### config.mk
export PLATFORM = sky130hd
export DESIGN_NAME = pid_ctrl_param
export DESIGN_NICKNAME = d
export VERILOG_FILES = /design/src/rtl/pid_pkg.sv /design/src/rtl/pid_integrator.sv /design/src/rtl/pid_ctrl_param.sv
export SDC_FILE = /design/constraint.sdc
export NUM_CORES = 1
export LEC_CHECK = 0
export CAP_MARGIN = 5
export CORE_UTILIZATION = 25
export CTS_BUF_LIST = sky130_fd_sc_hd__clkbuf_8
export DETAILED_ROUTE_END_ITERATION = 10
export GPL_TIMING_DRIVEN = 0
export SETUP_SLACK_MARGIN = 0.2
export SYNTH_ARGS = -nofsm -noshare
export SYNTH_HDL_FRONTEND = slang
export SYNTH_SLANG_ARGS = --single-unit
### constraint.sdc
create_clock -name clk -period 8 [get_ports clk]
set_clock_uncertainty 0.05 [all_clocks]
set_input_delay 2 -clock clk [delete_from_list [all_inputs] [get_ports clk]]
set_output_delay 2 -clock clk [all_outputs]
set_load 0.01 [all_outputs]
### src/rtl/pid_pkg.sv
// Shared definitions for the balance-loop PID controller.
//   - default parameter values for pid_ctrl_param and pid_integrator
//   - aw_mode_e: anti-windup strategy selector
//   - sat_signed(): clamp a signed value into a signed field of given width
package pid_pkg;

  localparam int ERR_W_DEF   = 10;
  localparam int P_COEFF_DEF = 9;
  localparam int INTEG_W_DEF = 18;
  localparam int I_SHIFT_DEF = 6;
  localparam int D_SHIFT_DEF = 6;
  localparam int OUT_W_DEF   = 12;
  localparam int SS_W_DEF    = 27;
  localparam int AW_MODE_DEF = 0;

  typedef enum logic {
    AW_SAT    = 1'b0,  // integrator clamps at its signed limits
    AW_FREEZE = 1'b1   // integrator holds instead of winding further
  } aw_mode_e;

  // Result stays 32 bits wide; callers size-cast it down to 'width'.
  function automatic logic signed [31:0] sat_signed(input logic signed [31:0] value,
                                                    input int width);
    logic signed [31:0] max_v;
    logic signed [31:0] min_v;
    max_v = (32'sd1 <<< (width - 1)) - 32'sd1;
    min_v = -(32'sd1 <<< (width - 1));
    if (value > max_v)      return max_v;
    else if (value < min_v) return min_v;
    else                    return value;
  endfunction

endpackage

### src/rtl/pid_integrator.sv
// Integrator of the balance-loop PID with selectable anti-windup.
// Ports:
//   clk, rst      clock, synchronous active-high reset
//   vld           add err into the accumulator on this edge
//   rider_off     clear the accumulator (wins over vld)
//   err           saturated pitch error, signed ERR_W
//   out_sat_pos   controller output is at its positive limit this cycle
//   out_sat_neg   controller output is at its negative limit this cycle
//   integ         accumulator, signed INTEG_W
//   i_sat         accumulator sits at its signed max or min
module pid_integrator
  import pid_pkg::*;
#(
  parameter int ERR_W   = ERR_W_DEF,
  parameter int INTEG_W = INTEG_W_DEF,
  parameter int AW_MODE = AW_MODE_DEF
) (
  input  logic               clk,
  input  logic               rst,
  input  logic               vld,
  input  logic               rider_off,
  input  logic [ERR_W-1:0]   err,
  input  logic               out_sat_pos,
  input  logic               out_sat_neg,
  output logic [INTEG_W-1:0] integ,
  output logic               i_sat
);

  localparam logic [INTEG_W-1:0] INTEG_MAX = {1'b0, {(INTEG_W-1){1'b1}}};
  localparam logic [INTEG_W-1:0] INTEG_MIN = {1'b1, {(INTEG_W-1){1'b0}}};

  logic [INTEG_W:0]   sum_wide;
  logic               ovf_pos;
  logic               ovf_neg;
  logic               err_pos;
  logic               err_neg;
  logic               integ_pos;
  logic               reduces;
  logic               freeze;
  logic [INTEG_W-1:0] integ_next;

  // One guard bit is enough: adding an ERR_W value to an INTEG_W value
  // can overflow by at most one bit.
  assign sum_wide  = {integ[INTEG_W-1], integ} + (INTEG_W+1)'($signed(err));
  assign ovf_pos   = (sum_wide[INTEG_W:INTEG_W-1] == 2'b01);
  assign ovf_neg   = (sum_wide[INTEG_W:INTEG_W-1] == 2'b10);

  assign err_pos   = !err[ERR_W-1] && (err != '0);
  assign err_neg   = err[ERR_W-1];
  assign integ_pos = !integ[INTEG_W-1] && (integ != '0);

  // An error opposing the accumulated sign pulls it toward zero, so it is
  // never blocked by the freeze rule.
  assign reduces = (err_pos && integ[INTEG_W-1]) || (err_neg && integ_pos);
  assign freeze  = !reduces &&
                   (ovf_pos || ovf_neg ||
                    (out_sat_pos && err_pos) || (out_sat_neg && err_neg));

  // NOTE: every always_comb output gets a default first so no path leaves it
  // unassigned, which would otherwise infer a latch.
  always_comb begin
    integ_next = integ;
    if (AW_MODE == int'(AW_FREEZE)) begin
      if (!freeze) integ_next = sum_wide[INTEG_W-1:0];
    end else begin
      if (ovf_pos)      integ_next = INTEG_MAX;
      else if (ovf_neg) integ_next = INTEG_MIN;
      else              integ_next = sum_wide[INTEG_W-1:0];
    end
  end

  // NOTE: state registers use non-blocking assignments so every flop samples
  // the pre-edge values, independent of block ordering.
  always_ff @(posedge clk) begin
    if (rst)            integ <= '0;
    else if (rider_off) integ <= '0;
    else if (vld)       integ <= integ_next;
  end

  assign i_sat = (integ == INTEG_MAX) || (integ == INTEG_MIN);

endmodule

### src/rtl/pid_ctrl_param.sv
// Parametrised PID controller for the balance loop, plus soft-start timer.
// Ports:
//   clk, rst    clock, synchronous active-high reset
//   vld         new inertial sample; one integration step
//   ptch        signed pitch error (16 bit)
//   ptch_rt     signed pitch rate (16 bit)
//   pwr_up      run the soft-start counter; low clears it
//   rider_off   clear the integrator
//   PID_cntrl   registered, saturated signed control output (OUT_W)
//   cntrl_vld   registered copy of vld, aligned with PID_cntrl
//   ss_tmr      top 8 bits of the soft-start counter
//   i_sat       integrator at its signed limit
module pid_ctrl_param
  import pid_pkg::*;
#(
  parameter int ERR_W   = ERR_W_DEF,
  parameter int P_COEFF = P_COEFF_DEF,
  parameter int INTEG_W = INTEG_W_DEF,
  parameter int I_SHIFT = I_SHIFT_DEF,
  parameter int D_SHIFT = D_SHIFT_DEF,
  parameter int OUT_W   = OUT_W_DEF,
  parameter int SS_W    = SS_W_DEF,
  parameter int AW_MODE = AW_MODE_DEF
) (
  input  logic             clk,
  input  logic             rst,
  input  logic             vld,
  input  logic [15:0]      ptch,
  input  logic [15:0]      ptch_rt,
  input  logic             pwr_up,
  input  logic             rider_off,
  output logic [OUT_W-1:0] PID_cntrl,
  output logic             cntrl_vld,
  output logic [7:0]       ss_tmr,
  output logic             i_sat
);

  localparam int               P_W     = ERR_W + 5;
  localparam int               SUM_W   = ERR_W + 6;
  localparam logic [4:0]       P_C5    = P_COEFF[4:0];
  localparam logic [OUT_W-1:0] OUT_MAX = {1'b0, {(OUT_W-1){1'b1}}};
  localparam logic [OUT_W-1:0] OUT_MIN = {1'b1, {(OUT_W-1){1'b0}}};

  logic signed [31:0]      err_sat;
  logic [ERR_W-1:0]        err;
  logic signed [P_W-1:0]   err_x;
  logic signed [P_W-1:0]   coeff_x;
  logic signed [P_W-1:0]   p_term;
  logic [INTEG_W-1:0]      integ;
  logic signed [INTEG_W-1:0] i_term;
  logic signed [15:0]      d_shifted;
  logic signed [15:0]      d_term;
  logic signed [SUM_W-1:0] sum;
  logic signed [31:0]      sum_sat;
  logic [OUT_W-1:0]        out_next;
  logic                    out_sat_pos;
  logic                    out_sat_neg;
  logic [SS_W-1:0]         ss_cnt;

  always_comb begin
    err_sat   = sat_signed(32'($signed(ptch)), ERR_W);
    err       = ERR_W'(err_sat);
    err_x     = P_W'($signed(err));
    coeff_x   = P_W'($signed({1'b0, P_C5}));
    p_term    = err_x * coeff_x;
    // I_term comes from the pre-update accumulator.
    i_term    = $signed(integ) >>> I_SHIFT;
    d_shifted = $signed(ptch_rt) >>> D_SHIFT;
    d_term    = -d_shifted;
    sum       = SUM_W'(p_term) + SUM_W'(i_term) + SUM_W'(d_term);
    sum_sat   = sat_signed(32'(sum), OUT_W);
    out_next  = OUT_W'(sum_sat);
  end

  // Saturation of the value being registered this edge steers the freeze
  // rule, so the integrator stops on the same edge the output pins.
  assign out_sat_pos = (out_next == OUT_MAX);
  assign out_sat_neg = (out_next == OUT_MIN);

  pid_integrator #(
    .ERR_W  (ERR_W),
    .INTEG_W(INTEG_W),
    .AW_MODE(AW_MODE)
  ) u_integ (
    .clk        (clk),
    .rst        (rst),
    .vld        (vld),
    .rider_off  (rider_off),
    .err        (err),
    .out_sat_pos(out_sat_pos),
    .out_sat_neg(out_sat_neg),
    .integ      (integ),
    .i_sat      (i_sat)
  );

  always_ff @(posedge clk) begin
    if (rst) begin
      PID_cntrl <= '0;
      cntrl_vld <= 1'b0;
    end else begin
      PID_cntrl <= out_next;
      cntrl_vld <= vld;
    end
  end

  // Soft-start counter holds at all-ones instead of wrapping back to zero.
  always_ff @(posedge clk) begin
    if (rst || !pwr_up)  ss_cnt <= '0;
    else if (~&ss_cnt)   ss_cnt <= ss_cnt + 1'b1;
  end

  assign ss_tmr = ss_cnt[SS_W-1 -: 8];

endmodule

## After elaboration in Yosys (flattened, before gate mapping)

Index checks and enable logic that the tools add are counted.

- Bits of input ports: 37
- Word-level logic and storage cells: 31
- Output and inout bits: 22
- Bits in registers: 58

- Add/sub/neg operators: 5
- Multiply operators: 1
- Equal/unequal tests: 4
- Reductions and logical operators: 6
- $lt $le $gt $ge: 4
- Muxes and demuxes: 6

Operators by type and width:

| kind | count |
|---|---|
| $mux W18 | 2 |
| $add A27 B1 Y27 const B | 1 |
| $reduce_and A27 Y1 | 1 |
| $mux W10 | 2 |
| $add A18 B10 Y19 | 1 |
| $eq A18 B17 Y1 const B | 1 |
| $eq A18 B18 Y1 const B | 1 |
| $add A15 B12 Y16 | 1 |
| $add A16 B16 Y16 | 1 |
| $gt A16 B10 Y1 const B | 1 |
| $gt A16 B12 Y1 const B | 1 |
| $lt A16 B10 Y1 const B | 1 |
| $lt A16 B12 Y1 const B | 1 |
| $neg A10 Y16 | 1 |
| $mul A10 B5 Y15 const B | 1 |
| $mux W12 | 1 |
| $mux W11 | 1 |
| $reduce_or A2 Y1 | 2 |
| $eq A2 B1 Y1 const B | 1 |
| $eq A2 B2 Y1 const B | 1 |
| $logic_or A1 B1 Y1 | 2 |
| $logic_not A1 Y1 | 1 |

## Longest topological paths before layout

Gate-level depths: netlist of the first run.

- Word-level depth: 9
- Mapped depth: 22
- Gate-level depth less buffers: 21

## Hierarchy

Synthesis of the first run repeated with hierarchy kept, for this count alone.

- Cells, all modules: 684
- Area total of the unflattened synthesis: 5749.3 µm²

By module, submodules not included:

| module | times used | area an instance (µm²) | cells an instance | seq. area each (µm²) |
|---|---|---|---|---|
| pid_ctrl_param | 1 | 3886.2 | 472 | 800.8 |
| pid_integrator | 1 | 1863.0 | 212 | 360.3 |

## Least setup slack after synthesis of the first run

OpenSTA, ideal clock, no wires.

- Path type: input port to flip-flop
- Start point: in ptch[14]
- End point: reg PID_cntrl[0]
- Library setup time: 0.114 ns
- Path buffers: 1
- Cell stages on the path: 22
- Data arrival time: 6.303 ns
- Data required time: 7.836 ns
- Setup slack: 1.533 ns
- Cells stage by stage: nor4_1 a21oi_1 o21a_1 ha_1 inv_1 fa_1 inv_1 ha_1 inv_1 fa_1 inv_1 ha_1 a21oi_1 o21ai_0 a31o_1 a21oi_2 nor4_1 a31o_1 nor3_1 a311oi_1 buf_4 a21o_1

- Word-level cells in the longest chain between the ends: 9
- Elaborated cells between the ends (all ways): 11
- Those cells by class: add/sub: 2; mul: 1; order compare: 4; mux: 4

Ends and longest elaborated chain:

| element | line | RTL |
|---|---|---|
| start: declaration | pid_ctrl_param.sv:28 | `input logic [15:0] ptch,` |
| $lt A16 B10 Y1 | pid_pkg.sv:29 | `else if (value < min_v) return min_v;` |
| $mux W10 | pid_pkg.sv:29 |  |
| $mux W10 * | pid_pkg.sv:28 | `if (value > max_v) return max_v;` |
| $mul A10 B5 Y15 * | pid_ctrl_param.sv:65 | `p_term = err_x * coeff_x;` |
| $add A15 B12 Y16 * | pid_ctrl_param.sv:70 | `sum = SUM_W'(p_term) + SUM_W'(i_term) + SUM_W'(d_term);` |
| $add A16 B16 Y16 * | pid_ctrl_param.sv:70 |  |
| $lt A16 B12 Y1 | pid_pkg.sv:29 |  |
| $mux W12 | pid_pkg.sv:29 |  |
| $mux W11 * | pid_pkg.sv:28 |  |
| end signal: assignment | pid_ctrl_param.sv:101 | `PID_cntrl <= out_next;` |
| end: declaration | pid_ctrl_param.sv:32 | `output logic [OUT_W-1:0] PID_cntrl,` |

Mark *: on every way between the ends. The rest lies on a longest branch, timed or not.
A chain may end at the register's enable or synchronous reset.

## Worst setup path after layout of the first run

- Start point: in ptch[12]
- End point: reg PID_cntrl[10]

Same word-level chain as after synthesis.

==> impl_metrics.csv, run 1 <==
group,metric,value,unit
outcome,outcome,"finished clean",
critical_path,cp.required,8240,ps
detailed_routing,viasPerCell,4.51,
critical_path,critical_path.startpoint_type,"primary input",
layout,antennaDiodeCount,0,
detailed_routing,drc,0,
logic_synthesis,synth_area_leaders,"dfxtp_1, ha_1, fa_1, inv_1, xor2_1",
global_route,first_global_vias,4230,
placed_design,dpl.hpwl,9920,um
logic_synthesis,synthSimpleGateAreaFrac,14.2,%
global_route,grt_start_max_net_pins,13,
pwr,p_leak,0.00276,uW
critical_path,critical_path.max_fanout,10,
clock_network,clock-root-buffer,"clkbuf_8",
logic_synthesis,ys_top_cells_by_count,"inv_1, ha_1, dfxtp_1, nor2_1, a21oi_1",
clock_network,cts_setup_buffers,0,
die,start_util,25.5,%
logic_synthesis,synth.largest_area_cell,"dfxtp_1",
layout,area_delta_synth_final,21.4,%
logic_synthesis,yosys.area_share.adder,25.2,%
die,core.rowCount,52,
die,die_area,0.0213,sq mm
job,drv_cap,0,
critical_path,crit_chain,"clkdlybuf4s50_1 > nor4_1 > a21oi_1 > o21a_1 > ha_1 > inv_1 > fa_1 > inv_1 > ha_1 > inv_1 > fa_1 > inv_1 > ha_1 > a21oi_1 > o21ai_0 > a31o_1 > a21oi_2 > o31ai_2 > xor2_1 > nor3_1 > a311oi_1 > buf_4 > a21o_1",
clock_network,htree_levels,3,
clock_network,clock-sinks,58,
logic_synthesis,synthMuxAreaShare,0.579,%
timing,grt_setup_unrepaired,"no",
logic_synthesis,syn_area_per_cell,8.58,sq um
pwr,power_density,198,mW/mm^2
timing,worst_slew_pin_slew,948,ps
timing,period_share,91.4,%
clock_network,worstSkewPairLatency,350,ps
critical_path,critPathMaxStageDelay,750,ps
detailed_routing,dr.pass1.iters,4,
placed_design,io_buffers,52,
logic_synthesis,syn_inst,604,
layout,regArea,0.00116,sq mm
logic_synthesis,synth_nets,728,
logic_synthesis,synth_top_area_share,22.4,%
detailed_routing,ant_nets,0,
logic_synthesis,ys_seq_area_share,22.4,%
placed_design,gp_congestion,0.865,
global_route,grt.total_usage,12.2,%
logic_synthesis,synth_xor_area_share,8.47,%
timing,min_period,7310,ps
clock_network,numCtsBuffers,9,
timing,hold_viol,0,
critical_path,cpMostUsedCell,"inv_1",
detailed_routing,wl_per_cell,13.1,um
timing,setup-tns-final,0,ps
clock_network,clk_pin_slew,70,ps
detailed_routing,drt_wl_total,12300,um
timing,max_clock_freq,137,MHz
layout,postLayoutCoreUtil,31.0,%
critical_path,cp.arrival,7550,ps
logic_synthesis,yosysMostFrequentCell,"inv_1",
layout,fillers,2144,
global_route,grt_first_pass_wirelength,20700,um
die,dieWidth,146,um
logic_synthesis,synth_top_flop_cell,"dfxtp_1",
timing,slew_headroom,36.8,%
logic_synthesis,synth_edf_count,0,
logic_synthesis,synthArstFlopShare,0,%
layout,drive_above_1_share,6.40,%
timing,report.final.slew_viol_count,0,
logic_synthesis,syn_area,0.00518,sq mm
timing,setup_viol,0,
clock_network,cts_hold_buf,0,
worst_hold_path,hp-class,"flop to flop",
logic_synthesis,ys_types,57,
critical_path,end_kind,"flop",
layout,fin_nets,791,
pwr,ir_drop,0.000109,V
logic_synthesis,ys_ff_latch,58,
detailed_routing,via_count,4252,
clock_network,ctsResizeCount,0,
layout,multiInputGateArea,0.00355,sq mm
clock_network,clk_path_buf_depth,2,
critical_path,cp_slowest_cell,"a21oi_1",
detailed_routing,drtIter0Drc,218,
global_route,antenna_found_initial,0,
logic_synthesis,synth_warnings,0,
die,ioPinCount,59,
die,coreArea,0.0203,sq mm
logic_synthesis,synth_compound_area_share,20.0,%
die,die_h,146,um
global_route,grt_overflow,0,
clock_network,cts_tree,"done",
critical_path,setup.worst_path.class,"primary input to flop",
logic_synthesis,synth_top_family_by_area,"adder cells",
-- cell families (layout without fill, tap and decap cells) --
group / count (synthesis) / after routing
and+or+nand+nor: 151 / 151
AOI/OAI and AO/OA: 142 / 142
buffers and inverters: 112 / 180
adders and majority gates: 90 / 90
DFF: 58 / 58
xor gates and xnor gates: 48 / 48
muxes: 3 / 3
-- area by class of cell --
type | count | share of cell area [%]
Sequential cell | 58 | 18.5
Multi-Input combinational cell | 434 | 56.4
Clock buffer | 9 | 1.97
Buffer | 23 | 2.19
Timing Repair Buffer | 52 | 8.28
Inverter | 89 | 5.31
Tap cell | 270 | 5.37
Clock inverter | 7 | 1.99
-- worst paths after layout --
check | slack (ps) | depth (start not counted) | endpoint | start
min | 470 | 2 | ss_cnt[13] | ss_cnt[13]
max reg2reg | 4250 | 14 | PID_cntrl[3] | u_integ.integ[8]
max | 690 | 23 | PID_cntrl[10] | ptch[12]
min reg2reg | 470 | 2 | ss_cnt[13] | ss_cnt[13]
-- worst max-delay path: cells and delay by family --
kind,cells,cell delay (ps)
and+or+nand+nor,2,140
buffers and inverters,6,890
AOI/OAI and AO/OA,9,2520
adders and majority gates,5,1790
xor gates and xnor gates,1,210
-- routing by layer --
layer | wire (um) | up-vias | global-route usage (%)
li1 | - | 2218 | -
met3 | 580 | 18 | 3.23
met4 | 195 | 0 | 3.49
met1 | 6020 | 1936 | 15.8
met2 | 5530 | 80 | 20.0
met5 | 0 | - | 0
-- registers in the layout (all words and copies together), names as in the netlist --
| name | flops |
|---|---|
| ss_cnt | 27 |
| u_integ.integ | 18 |
| cntrl_vld | 1 |
| PID_cntrl | 12 |
-- stage by stage --
step / setup slack, ps / total power [uW] / hold WS [ps] / cells / area [sq um]
after floorplan: 1530 / 745 / 422 / 604 / 5180
after global placement: 364 / 907 / 450 / 926 / 6040
after detailed placement: 295 / 910 / 450 / 926 / 6040
after CTS: 675 / 1270 / 471 / 942 / 6290
after global routing: 258 / 1360 / 512 / 942 / 6290
final: 686 / 1250 / 467 / 942 / 6290
-- cells in the final DEF, fill, tap and decap left out, drive strengths merged, types with 2 or more instances in the layout --
| master | count |
|---|---|
| mux2i | 3 |
| o221a | 14 |
| o21bai | 3 |
| a221oi | 2 |
| dfxtp | 58 |
| o21ai | 27 |
| nand2 | 23 |
| nand2b | 3 |
| a21oi | 37 |
| nor2b | 7 |
| fa | 25 |
| nor2 | 58 |
| o31a | 3 |
| maj3 | 3 |
| inv | 90 |
| o31ai | 2 |
| bufinv | 3 |
| o21a | 12 |
| ha | 62 |
| o311ai | 2 |
| nor4 | 8 |
| buf | 15 |
| o211ai | 3 |
| clkbuf | 17 |
| clkdlybuf4s50 | 52 |
| nand4 | 15 |
| and4 | 6 |
| nand3 | 11 |
| and3 | 6 |
| a211oi | 8 |
| clkinv | 3 |
| xor2 | 29 |
| xnor2 | 19 |
| a31oi | 4 |
| a31o | 2 |
| a21o | 17 |
| nor3 | 9 |
-- power by group --
part | total, uW | internal [uW] | switching, uW
combinational | 567 | 260 | 307
clock | 343 | 209 | 134
sequential | 338 | 321 | 16.8
(Power assumes the default switching activity.)
==> run 2: changes to the inputs <==
- CAP_MARGIN: 5 -> 40
- CTS_CLUSTER_DIAMETER: not set -> 50
==> results of run 2 <==
Final layout, timing and power as in run 1 (identical DEF).
==> run 3: changes to the inputs <==
- SLEW_MARGIN: not set -> 30
==> run 3 against run 2 <==
Sequential share of layout area hardly changed. Largest power group unchanged. Largest cell class unchanged. Core utilization is 0.062 points higher. Clock power hardly changed. Worst setup slack better by 100 ps. Critical path type unchanged. Hold slack hardly changed. Cell count is 0.21% higher. Sequential power hardly changed. Power is 0.16% higher. Die area stayed put. Fmax is 1.4% higher.
==> impl_metrics.csv, run 3 (same netlist as run 1, synthesis figures left out) <==
group,metric,value,unit
layout,antennaDiodeCount,0,
timing,period_share,90.1,%
die,start_util,25.5,%
clock_network,numCtsBuffers,9,
worst_hold_path,min_path_cells,2,
timing,grt_setup_unrepaired,"no",
clock_network,clk_pin_slew,70,ps
critical_path,timing.rr.start,"u_integ.integ[8]",
critical_path,cpMostUsedCell,"inv_1",
worst_hold_path,whs_endpoint,"ss_cnt[13]",
clock_network,cts_setup_buffers,0,
global_route,first_global_vias,4230,
critical_path,critical_path.startpoint_type,"primary input",
worst_hold_path,min_from,"ss_cnt[13]",
die,dieWidth,146,um
global_route,met2_usage,20.0,%
clock_network,cts_tree,"done",
layout,largest_reg_flops,27,
detailed_routing,drt_wl_total,12400,um
critical_path,crit_chain,"clkdlybuf4s50_1 > nor4_1 > a21oi_1 > buf_2 > o21a_1 > ha_1 > inv_1 > fa_1 > inv_1 > ha_1 > inv_1 > fa_1 > inv_1 > ha_1 > a21oi_1 > o21ai_0 > a31o_1 > a21oi_2 > o31ai_2 > xor2_1 > nor3_1 > a311oi_1 > buf_4 > a21o_1",
die,die_area,0.0213,sq mm
global_route,use_met1,15.8,%
global_route,grt.total_usage,12.2,%
pwr,power_density,198,mW/mm^2
layout,final_cell_mix,"inv_1, ha_1, dfxtp_1, nor2_1, clkdlybuf4s50_1",
clock_network,htree_levels,3,
detailed_routing,viasPerCell,4.54,
worst_hold_path,hp-class,"flop to flop",
critical_path,r2r_end,"PID_cntrl[3]",
clock_network,clock-sinks,58,
global_route,grt_first_pass_wirelength,20700,um
critical_path,r2r_slack,4220,ps
clock_network,worstSkewPairLatency,350,ps
timing,setup_viol,0,
detailed_routing,drc,0,
timing,setup-tns-final,0,ps
clock_network,ctsResizeCount,0,
global_route,grt_start_max_net_pins,13,
clock_network,clk_path_buf_depth,2,
job,drv_cap,0,
layout,reg.largest.list,"ss_cnt (27), u_integ.integ (18), PID_cntrl (12)",
placed_design,post-place-ws,295,ps
pwr,ir_drop,0.000110,V
timing,report.final.slew_viol_count,0,
timing,finalWorstSetupSlack,788,ps
global_route,busiest_layer,"met2",
clock_network,cts_hold_buf,0,
global_route,grt_overflow,0,
critical_path,critPathMaxStageDelay,500,ps
clock_network,clock-root-buffer,"clkbuf_8",
global_route,use_met3,3.23,%
die,ioPinCount,59,
critical_path,cp_slowest_cell,"fa_1",
detailed_routing,ant_nets,0,
critical_path,critical_path.top_delay_family,"adder cells",
timing,max_clock_freq,139,MHz
timing,slew_headroom,48.4,%
die,die_h,146,um
layout,fin_nets,793,
critical_path,setup.worst_path.class,"primary input to flop",
critical_path,r2r_cells,14,
critical_path,end_kind,"flop",
placed_design,io_buffers,52,
detailed_routing,via_count,4290,
layout,drive_above_1_share,6.68,%
die,core.rowCount,52,
timing,worst_slew_pin_slew,774,ps
die,coreArea,0.0203,sq mm
layout,area_delta_synth_final,21.6,%
pwr,p_leak,0.00277,uW
timing,hold_viol,0,
detailed_routing,wl_per_cell,13.1,um
outcome,outcome,"finished clean",
placed_design,gp_congestion,0.865,
layout,largest-register,"ss_cnt",
global_route,antenna_found_initial,0,
detailed_routing,dr.pass1.iters,4,
placed_design,dpl.hpwl,9920,um
layout,final_common_cell,"inv_1",
critical_path,cp.required,8240,ps
critical_path,critical_path.max_fanout,10,
critical_path,cp.arrival,7450,ps
timing,min_period,7210,ps
critical_path,critPathBufInv,7,
detailed_routing,drtIter0Drc,187,
## run 3: changes by cell type in the layout (fill, tap and decap cells not counted)
cell	previous run	this run
buf_2	2	3
clkbuf_4	0	1
## run 3: power breakdown
part           internal, uW  switching (uW)  total, uW
clock                   209             135        345
combinational           260             308        568
sequential              321            16.8        338
total                   790             460       1250
## run 3: layout make-up
cell class	instances	area, sq um
fillers	2144	14000
multi-input cells	434	3550
flip-flops and latches	58	1160
repair buffers	54	533
well taps	270	338
inverters	89	334
plain buffers	23	138
clock inverters	7	125
clock buffers	9	124
## run 3: worst reg2reg max path, cell delays in order, from the launching register on
cell      delay, ps
dfxtp_1         470
inv_1           120
fa_1            540
inv_1            70
fa_1            470
a211oi_1        250
nor2_1          100
o31a_1          250
o21ai_1         250
o21ai_1         110
a21oi_1         180
xor2_1          270
a21oi_1         120
buf_2           200
a21o_1          210
## run 3: how the worst max path moves through the flow
stage	endpoint	slack (ps)	startpoint	cells after the start
after floorplan	PID_cntrl[0]	1530	ptch[14]	22
after global placement	PID_cntrl[1]	360	ptch[11]	23
after detailed placement	PID_cntrl[1]	290	ptch[13]	23
after CTS	PID_cntrl[1]	670	ptch[13]	23
after global routing	PID_cntrl[3]	430	ptch[12]	24
final	PID_cntrl[10]	790	ptch[14]	24
## run 3: per-stage QoR
stage | hold WS, ps | utilization, % | std cells | total power (uW) | cell area [sq um]
after floorplan | 422 | - | 604 | 745 | 5180
after global placement | 450 | 29.8 | 926 | 907 | 6040
after detailed placement | 450 | 29.8 | 926 | 910 | 6040
after CTS | 471 | 31.0 | 942 | 1270 | 6290
after global routing | 512 | 31.0 | 944 | 1360 | 6300
final | 467 | 31.0 | 944 | 1250 | 6300
## run 3: routing by layer
layer  vias to the layer above  part of all wire (%)
li1                       2219                     -
met1                      1952                    49
met2                       101                    44
met3                        18                   5.1
met4                         0                   1.7
met5                         -                     0
